<file path="src/rtl/weight_fetch_sequencer_if.sv">
// Bundle between the weight fetch sequencer, its layer controller, the MAC and one weight BRAM.
// The slave modport is the sequencer's view; the master modport is everything around it.
interface weight_fetch_sequencer_if #(
  parameter int AW = 5,
  parameter int DW = 16
);
  logic          start;
  logic          load_req;
  logic          load_valid;
  logic [DW-1:0] load_data;
  logic          stall;
  logic [AW-1:0] bram_addr;
  logic          bram_en;
  logic          bram_we;
  logic [DW-1:0] bram_di;
  logic [DW-1:0] bram_do;
  logic [DW-1:0] w_data;
  logic          w_valid;
  logic          w_last;
  logic          busy;
  logic          done;

  modport slave (
    input  start, load_req, load_valid, load_data, stall, bram_do,
    output bram_addr, bram_en, bram_we, bram_di, w_data, w_valid, w_last, busy, done
  );

  modport master (
    output start, load_req, load_valid, load_data, stall, bram_do,
    input  bram_addr, bram_en, bram_we, bram_di, w_data, w_valid, w_last, busy, done
  );
endinterface

</file>
<file path="src/rtl/weight_fetch_sequencer.sv">
// Loads a streamed weight set into a negedge-clocked single-port BRAM, or reads it back in
// address order as a valid/last tagged stream with MAC backpressure.
module weight_fetch_sequencer #(
  parameter int DEPTH = 28,
  parameter int AW    = 5,
  parameter int DW    = 16
) (
  input  logic                    i_clk,
  input  logic                    i_rst,
  weight_fetch_sequencer_if.slave io_bus
);

  localparam logic [AW-1:0] LAST_ADDR = AW'(DEPTH - 1);

  typedef enum logic [2:0] {IDLE, LOAD, FETCH, FLUSH, FIN} state_t;

  state_t        r_state, w_nextState;
  logic [AW-1:0] r_cnt, w_nextCnt;
  logic [AW-1:0] r_addr, w_nextAddr;
  logic          r_en, w_nextEn;
  logic          r_we, w_nextWe;
  logic [DW-1:0] r_di, w_nextDi;
  logic          r_valid;
  logic          r_last;
  logic          r_busy;
  logic          r_done;

  // The end-of-bank test happens before the increment, so DEPTH == 2**AW never wraps.
  always_comb begin
    w_nextState = r_state;
    w_nextCnt   = r_cnt;
    w_nextAddr  = r_addr;
    w_nextEn    = 1'b0;
    w_nextWe    = 1'b0;
    w_nextDi    = r_di;
    unique case (r_state)
      IDLE: begin
        if (io_bus.load_req) begin
          w_nextState = LOAD;
        end else if (io_bus.start) begin
          w_nextState = FETCH;
        end
      end
      LOAD: begin
        if (io_bus.load_valid) begin
          w_nextEn   = 1'b1;
          w_nextWe   = 1'b1;
          w_nextDi   = io_bus.load_data;
          w_nextAddr = r_cnt;
          if (r_cnt == LAST_ADDR) begin
            w_nextState = FIN;
          end else begin
            w_nextCnt = r_cnt + AW'(1);
          end
        end
      end
      FETCH: begin
        if (!io_bus.stall) begin
          w_nextEn   = 1'b1;
          w_nextAddr = r_cnt;
          if (r_cnt == LAST_ADDR) begin
            w_nextState = FLUSH;
          end else begin
            w_nextCnt = r_cnt + AW'(1);
          end
        end
      end
      FLUSH: begin
        w_nextState = FIN;
      end
      FIN: begin
        w_nextState = IDLE;
        w_nextCnt   = '0;
      end
      default: begin
        w_nextState = IDLE;
      end
    endcase
  end

  // Valid/last follow the previous cycle's read request, matching the BRAM's one-cycle latency.
  always_ff @(posedge i_clk or posedge i_rst) begin
    if (i_rst) begin
      r_state <= IDLE;
      r_cnt   <= '0;
      r_addr  <= '0;
      r_en    <= 1'b0;
      r_we    <= 1'b0;
      r_di    <= '0;
      r_valid <= 1'b0;
      r_last  <= 1'b0;
      r_busy  <= 1'b0;
      r_done  <= 1'b0;
    end else begin
      r_state <= w_nextState;
      r_cnt   <= w_nextCnt;
      r_addr  <= w_nextAddr;
      r_en    <= w_nextEn;
      r_we    <= w_nextWe;
      r_di    <= w_nextDi;
      r_valid <= r_en & ~r_we;
      r_last  <= r_en & ~r_we & (r_addr == LAST_ADDR);
      r_busy  <= (w_nextState != IDLE);
      r_done  <= (r_state == FIN);
    end
  end

  assign io_bus.bram_addr = r_addr;
  assign io_bus.bram_en   = r_en;
  assign io_bus.bram_we   = r_we;
  assign io_bus.bram_di   = r_di;
  assign io_bus.w_data    = io_bus.bram_do;
  assign io_bus.w_valid   = r_valid;
  assign io_bus.w_last    = r_last;
  assign io_bus.busy      = r_busy;
  assign io_bus.done      = r_done;

endmodule

</file>
<file path="src/flat_wrapper.sv">
// flat-port wrapper written by rule: the top's interface ports become plain ports
module weight_fetch_sequencer_flat 
#(
  parameter int DEPTH = 28,
  parameter int AW    = 5,
  parameter int DW    = 16
)
  (i_clk, i_rst, io_bus_start, io_bus_load_req, io_bus_load_valid, io_bus_load_data, io_bus_stall, io_bus_bram_do, io_bus_bram_addr, io_bus_bram_en, io_bus_bram_we, io_bus_bram_di, io_bus_w_data, io_bus_w_valid, io_bus_w_last, io_bus_busy, io_bus_done);
  weight_fetch_sequencer_if #(.AW(AW), .DW(DW)) io_bus_i ();
  input  logic i_clk;
  input  logic i_rst;
  input wire logic [$bits(io_bus_i.start)-1:0] io_bus_start;
  input wire logic [$bits(io_bus_i.load_req)-1:0] io_bus_load_req;
  input wire logic [$bits(io_bus_i.load_valid)-1:0] io_bus_load_valid;
  input wire logic [$bits(io_bus_i.load_data)-1:0] io_bus_load_data;
  input wire logic [$bits(io_bus_i.stall)-1:0] io_bus_stall;
  input wire logic [$bits(io_bus_i.bram_do)-1:0] io_bus_bram_do;
  output wire logic [$bits(io_bus_i.bram_addr)-1:0] io_bus_bram_addr;
  output wire logic [$bits(io_bus_i.bram_en)-1:0] io_bus_bram_en;
  output wire logic [$bits(io_bus_i.bram_we)-1:0] io_bus_bram_we;
  output wire logic [$bits(io_bus_i.bram_di)-1:0] io_bus_bram_di;
  output wire logic [$bits(io_bus_i.w_data)-1:0] io_bus_w_data;
  output wire logic [$bits(io_bus_i.w_valid)-1:0] io_bus_w_valid;
  output wire logic [$bits(io_bus_i.w_last)-1:0] io_bus_w_last;
  output wire logic [$bits(io_bus_i.busy)-1:0] io_bus_busy;
  output wire logic [$bits(io_bus_i.done)-1:0] io_bus_done;
  assign io_bus_i.start = io_bus_start;
  assign io_bus_i.load_req = io_bus_load_req;
  assign io_bus_i.load_valid = io_bus_load_valid;
  assign io_bus_i.load_data = io_bus_load_data;
  assign io_bus_i.stall = io_bus_stall;
  assign io_bus_i.bram_do = io_bus_bram_do;
  assign io_bus_bram_addr = io_bus_i.bram_addr;
  assign io_bus_bram_en = io_bus_i.bram_en;
  assign io_bus_bram_we = io_bus_i.bram_we;
  assign io_bus_bram_di = io_bus_i.bram_di;
  assign io_bus_w_data = io_bus_i.w_data;
  assign io_bus_w_valid = io_bus_i.w_valid;
  assign io_bus_w_last = io_bus_i.w_last;
  assign io_bus_busy = io_bus_i.busy;
  assign io_bus_done = io_bus_i.done;
  weight_fetch_sequencer #(.DEPTH(DEPTH), .AW(AW), .DW(DW)) u_core (.i_clk(i_clk), .i_rst(i_rst), .io_bus(io_bus_i));
endmodule
</file>
<file path="config.mk">
export PLATFORM = sky130hd
export DESIGN_NAME = weight_fetch_sequencer_flat
export DESIGN_NICKNAME = d
export VERILOG_FILES = /design/src/rtl/weight_fetch_sequencer_if.sv /design/src/rtl/weight_fetch_sequencer.sv /design/src/flat_wrapper.sv
export SDC_FILE = /design/constraint.sdc
export NUM_CORES = 1
export LEC_CHECK = 0
export BUFFER_PORTS_ARGS = -buffer_cell sky130_fd_sc_hd__buf_2
export CORE_MARGIN = 4
export CORE_UTILIZATION = 48
export DETAILED_ROUTE_END_ITERATION = 12
export GPL_ROUTABILITY_DRIVEN = 0
export MAX_ROUTING_LAYER = met4
export PLACE_DENSITY = 0.83
export RECOVER_POWER = 25
export SLEW_MARGIN = 0
export SYNTH_ARGS = -nofsm -noshare
export SYNTH_HDL_FRONTEND = slang
export SYNTH_SLANG_ARGS = --single-unit
</file>
<file path="constraint.sdc">
create_clock -name i_clk -period 2.75 [get_ports i_clk]
set_clock_uncertainty 0.05 [all_clocks]
set_input_delay 0.4125 -clock i_clk [delete_from_list [all_inputs] [get_ports i_clk]]
set_output_delay 0.4125 -clock i_clk [all_outputs]
set_load 0.01 [all_outputs]
</file>
==> qor.txt <==
status: finished, violations left
failing checks: capacitance limit, slew limit
slew margin rel.: -18.39%
switch share: 33.63%
synth unique cells: 32
worst-skew pair later-pin latency: 350 ps
placed cell count: 192
pwr dens: 1060 nW/um^2
die area: 4215 um^2
DIE WIDTH: 64.92 um
Final period util: 67.11%
largest net degree at the start of global routing: 36
CTS resizes: 0
all-layer global routing usage: 15.54%
critical path type: register to register
Post-DP HPWL: 2.099 mm
worst slew pin tran: 1776 ps
Root Driver: clkbuf_4
Post-Route WL: 2.795 mm
crit end category: register
Mean Syn Cell Area: 13.29 um^2
Ys Warns: 0
Via Count: 1013
IO Port Bufs: 48
cells after synthesis: 117
setup repair bufs after CTS: 0
# diodes: 0
vias per cell: 5.065
Syn-to-layout area delta: 15.45%
Clock Path Buffers: 2
combinational share of power: 34.6%
Antenna Nets Post-Route: 0
CP arrival: 2030 ps
max frequency: 0.5419 GHz
row cnt: 20
Hold Violations, Final: 0
peak supply drop: 551.0 uV
nets@finish: 194
Worst setup SP type: register
fin cells: 200
DRC Markers: 0
gr ovfl total: 0
CTS Sinks: 35
Starting Density: 50.53%
post-layout min period: 1845 ps
number of global-route vias before repair: 1047
FF+latch count, synth: 35
Setup TNS Final: 0 ps
Critical Path Fanout Max: 14
Die H: 64.92 um
sequential cell fraction of total power: 45.9%
initial antenna violation count: 0
most frequent cells in the layout: buf_2, dfrtp_1, mux2_2
layout cells sized above 1: 53.21%
Internal: 1.263 mW
net load switching power: 639.9 uW
drt pass-1 iters: 4
hold_buf cts: 0
Static Leak: 0.8768 nW
Syn Std Cell Area: 1555 um^2
Seq/Total Area, Yosys: 56.32%
CTS tree: yes
Max Cap Violations: 1
Ports: 81
global-route wire length before repair: 4.698 mm
worst hold path type: input port to register
final setup vio count: 0
Final Max Tran Viols: 36
syn_nets: 156
CTS Buf Count: 5
routed len/inst: 13.98 um
most common cell after layout, fill and taps aside: buf_2
Worst-path clk slew: 110 ps
RSZ-0062 raised after global routing: no
part of the power in the clock network: 19.5%
DRT iter0 DRCs: 19
H-tree level count: 2
core region area: 3078 um^2
Critical Path RT: 2940 ps
-- cells in the mapped netlist --
| cell type | count | area [um^2] |
|---|---|---|
| nand4_1 | 1 | 6.260 |
| or3_1 | 1 | 6.260 |
| nor4b_4 | 1 | 23.77 |
| a31oi_1 | 1 | 6.260 |
| nand3b_1 | 1 | 7.510 |
| o21ai_0 | 1 | 5.000 |
| buf_4 | 16 | 120.1 |
| nor4bb_1 | 1 | 10.01 |
| nand3_1 | 3 | 15.01 |
| nor3b_1 | 1 | 7.510 |
| inv_1 | 3 | 11.26 |
| nor4bb_4 | 1 | 25.02 |
| a21oi_1 | 2 | 10.01 |
| nor2_2 | 1 | 6.260 |
| inv_2 | 1 | 3.750 |
| o211ai_1 | 1 | 7.510 |
| nor2b_1 | 1 | 6.260 |
| ha_1 | 1 | 12.51 |
| nand2_1 | 4 | 15.01 |
| nand4b_1 | 1 | 8.760 |
| o2111ai_1 | 1 | 8.760 |
| mux2_2 | 21 | 236.5 |
| xor2_1 | 2 | 17.52 |
| a21o_2 | 1 | 8.760 |
| nand2b_1 | 2 | 12.51 |
| and4b_1 | 1 | 10.01 |
| dfrtp_1 | 35 | 875.8 |
| buf_6 | 2 | 22.52 |
| nor2_1 | 5 | 18.77 |
| mux2i_1 | 2 | 20.02 |
| buf_2 | 1 | 5.000 |
| nor3_1 | 1 | 5.000 |
-- flip-flops by register name (all words and copies together) (netlist names), 3 cells and up --
register / cells
u_core.io_bus.bram_addr: 5
u_core.io_bus.bram_di: 16
u_core.r_cnt: 5
u_core.r_state: 3
-- critical path, stage by stage (launching register included) --
cell,delay [ps]
dfrtp_1,490
nor4bb_4,540
buf_4,310
mux2_2,350
-- layout make-up --
type | count | area, um^2
Clock buffer | 5 | 37.54
Clock inverter | 3 | 43.79
Fill cell | 266 | 1282
Inverter | 4 | 15.01
Multi-Input combinational cell | 59 | 516.7
Sequential cell | 35 | 875.8
Tap cell | 44 | 55.05
Timing Repair Buffer | 50 | 251.5
-- cell families after synthesis --
group | count (synthesis) | share of synthesized area [%]
DFF | 35 | 56.32
xor gates and xnor gates | 2 | 1.127
muxes | 23 | 16.49
AOI/OAI and AO/OA | 7 | 2.977
buffers and inverters | 23 | 10.46
and+or+nand+nor | 26 | 11.83
adders and majority gates | 1 | 0.8044
-- power groups by stage --
stage	logic, mW	registers, mW	clock network [mW]
after global routing	0.727	0.903	0.399
after CTS	0.673	0.876	0.380
after floorplan	0.406	0.926	0
final	0.658	0.874	0.371
after global placement	0.644	0.871	0
after detailed placement	0.669	0.888	0
-- stage by stage --
| step | total power [mW] | instance area (um^2) | util (%) | worst slack [ps] | hold slack [ps] |
|---|---|---|---|---|---|
| final | 1.903 | 1795 | 58.33 | 904.5 | 239.8 |
| after detailed placement | 1.558 | 1718 | 55.81 | 886.3 | 412.6 |
| after global placement | 1.515 | 1718 | 55.81 | 922.1 | 373.5 |
| after global routing | 2.030 | 1795 | 58.33 | 576.8 | 224.7 |
| after CTS | 1.930 | 1799 | 58.46 | 885.9 | 87.15 |
| after floorplan | 1.332 | 1555 | - | 1162 | 433.3 |
-- worst paths after layout --
kind / startpoint / to / slack [ps] / cells past startpoint
min in group asynchronous: i_rst / u_core.io_bus.bram_en$_DFF_PP0_ / 620 / 3
setup / recovery: u_core.r_state[1]$_DFF_PP0_ / u_core.io_bus.bram_di[10]$_DFFE_PP0P_ / 900 / 3
setup reg to reg: u_core.r_state[1]$_DFF_PP0_ / u_core.io_bus.bram_di[10]$_DFFE_PP0P_ / 900 / 3
hold / removal: io_bus_load_data[15] / u_core.io_bus.bram_di[15]$_DFFE_PP0P_ / 240 / 2
hold reg to reg: u_core.io_bus.bram_we$_DFF_PP0_ / u_core.io_bus.w_valid$_DFF_PP0_ / 400 / 1
max in group asynchronous: i_rst / u_core.r_state[0]$_DFF_PP0_ / 1000 / 3
-- metal layers --
metal / vias to the layer above / wire length [um] / share of wire [%] / global-route usage, %
li1: 465 / - / - / -
met1: 490 / 1142 / 41 / 16.69
met2: 44 / 1357 / 49 / 24.65
met3: 14 / 198 / 7.1 / 4.159
met4: 0 / 97 / 3.5 / 11.35
met5: - / 0 / 0 / -
Note: power is estimated with default switching activity, not from simulation.
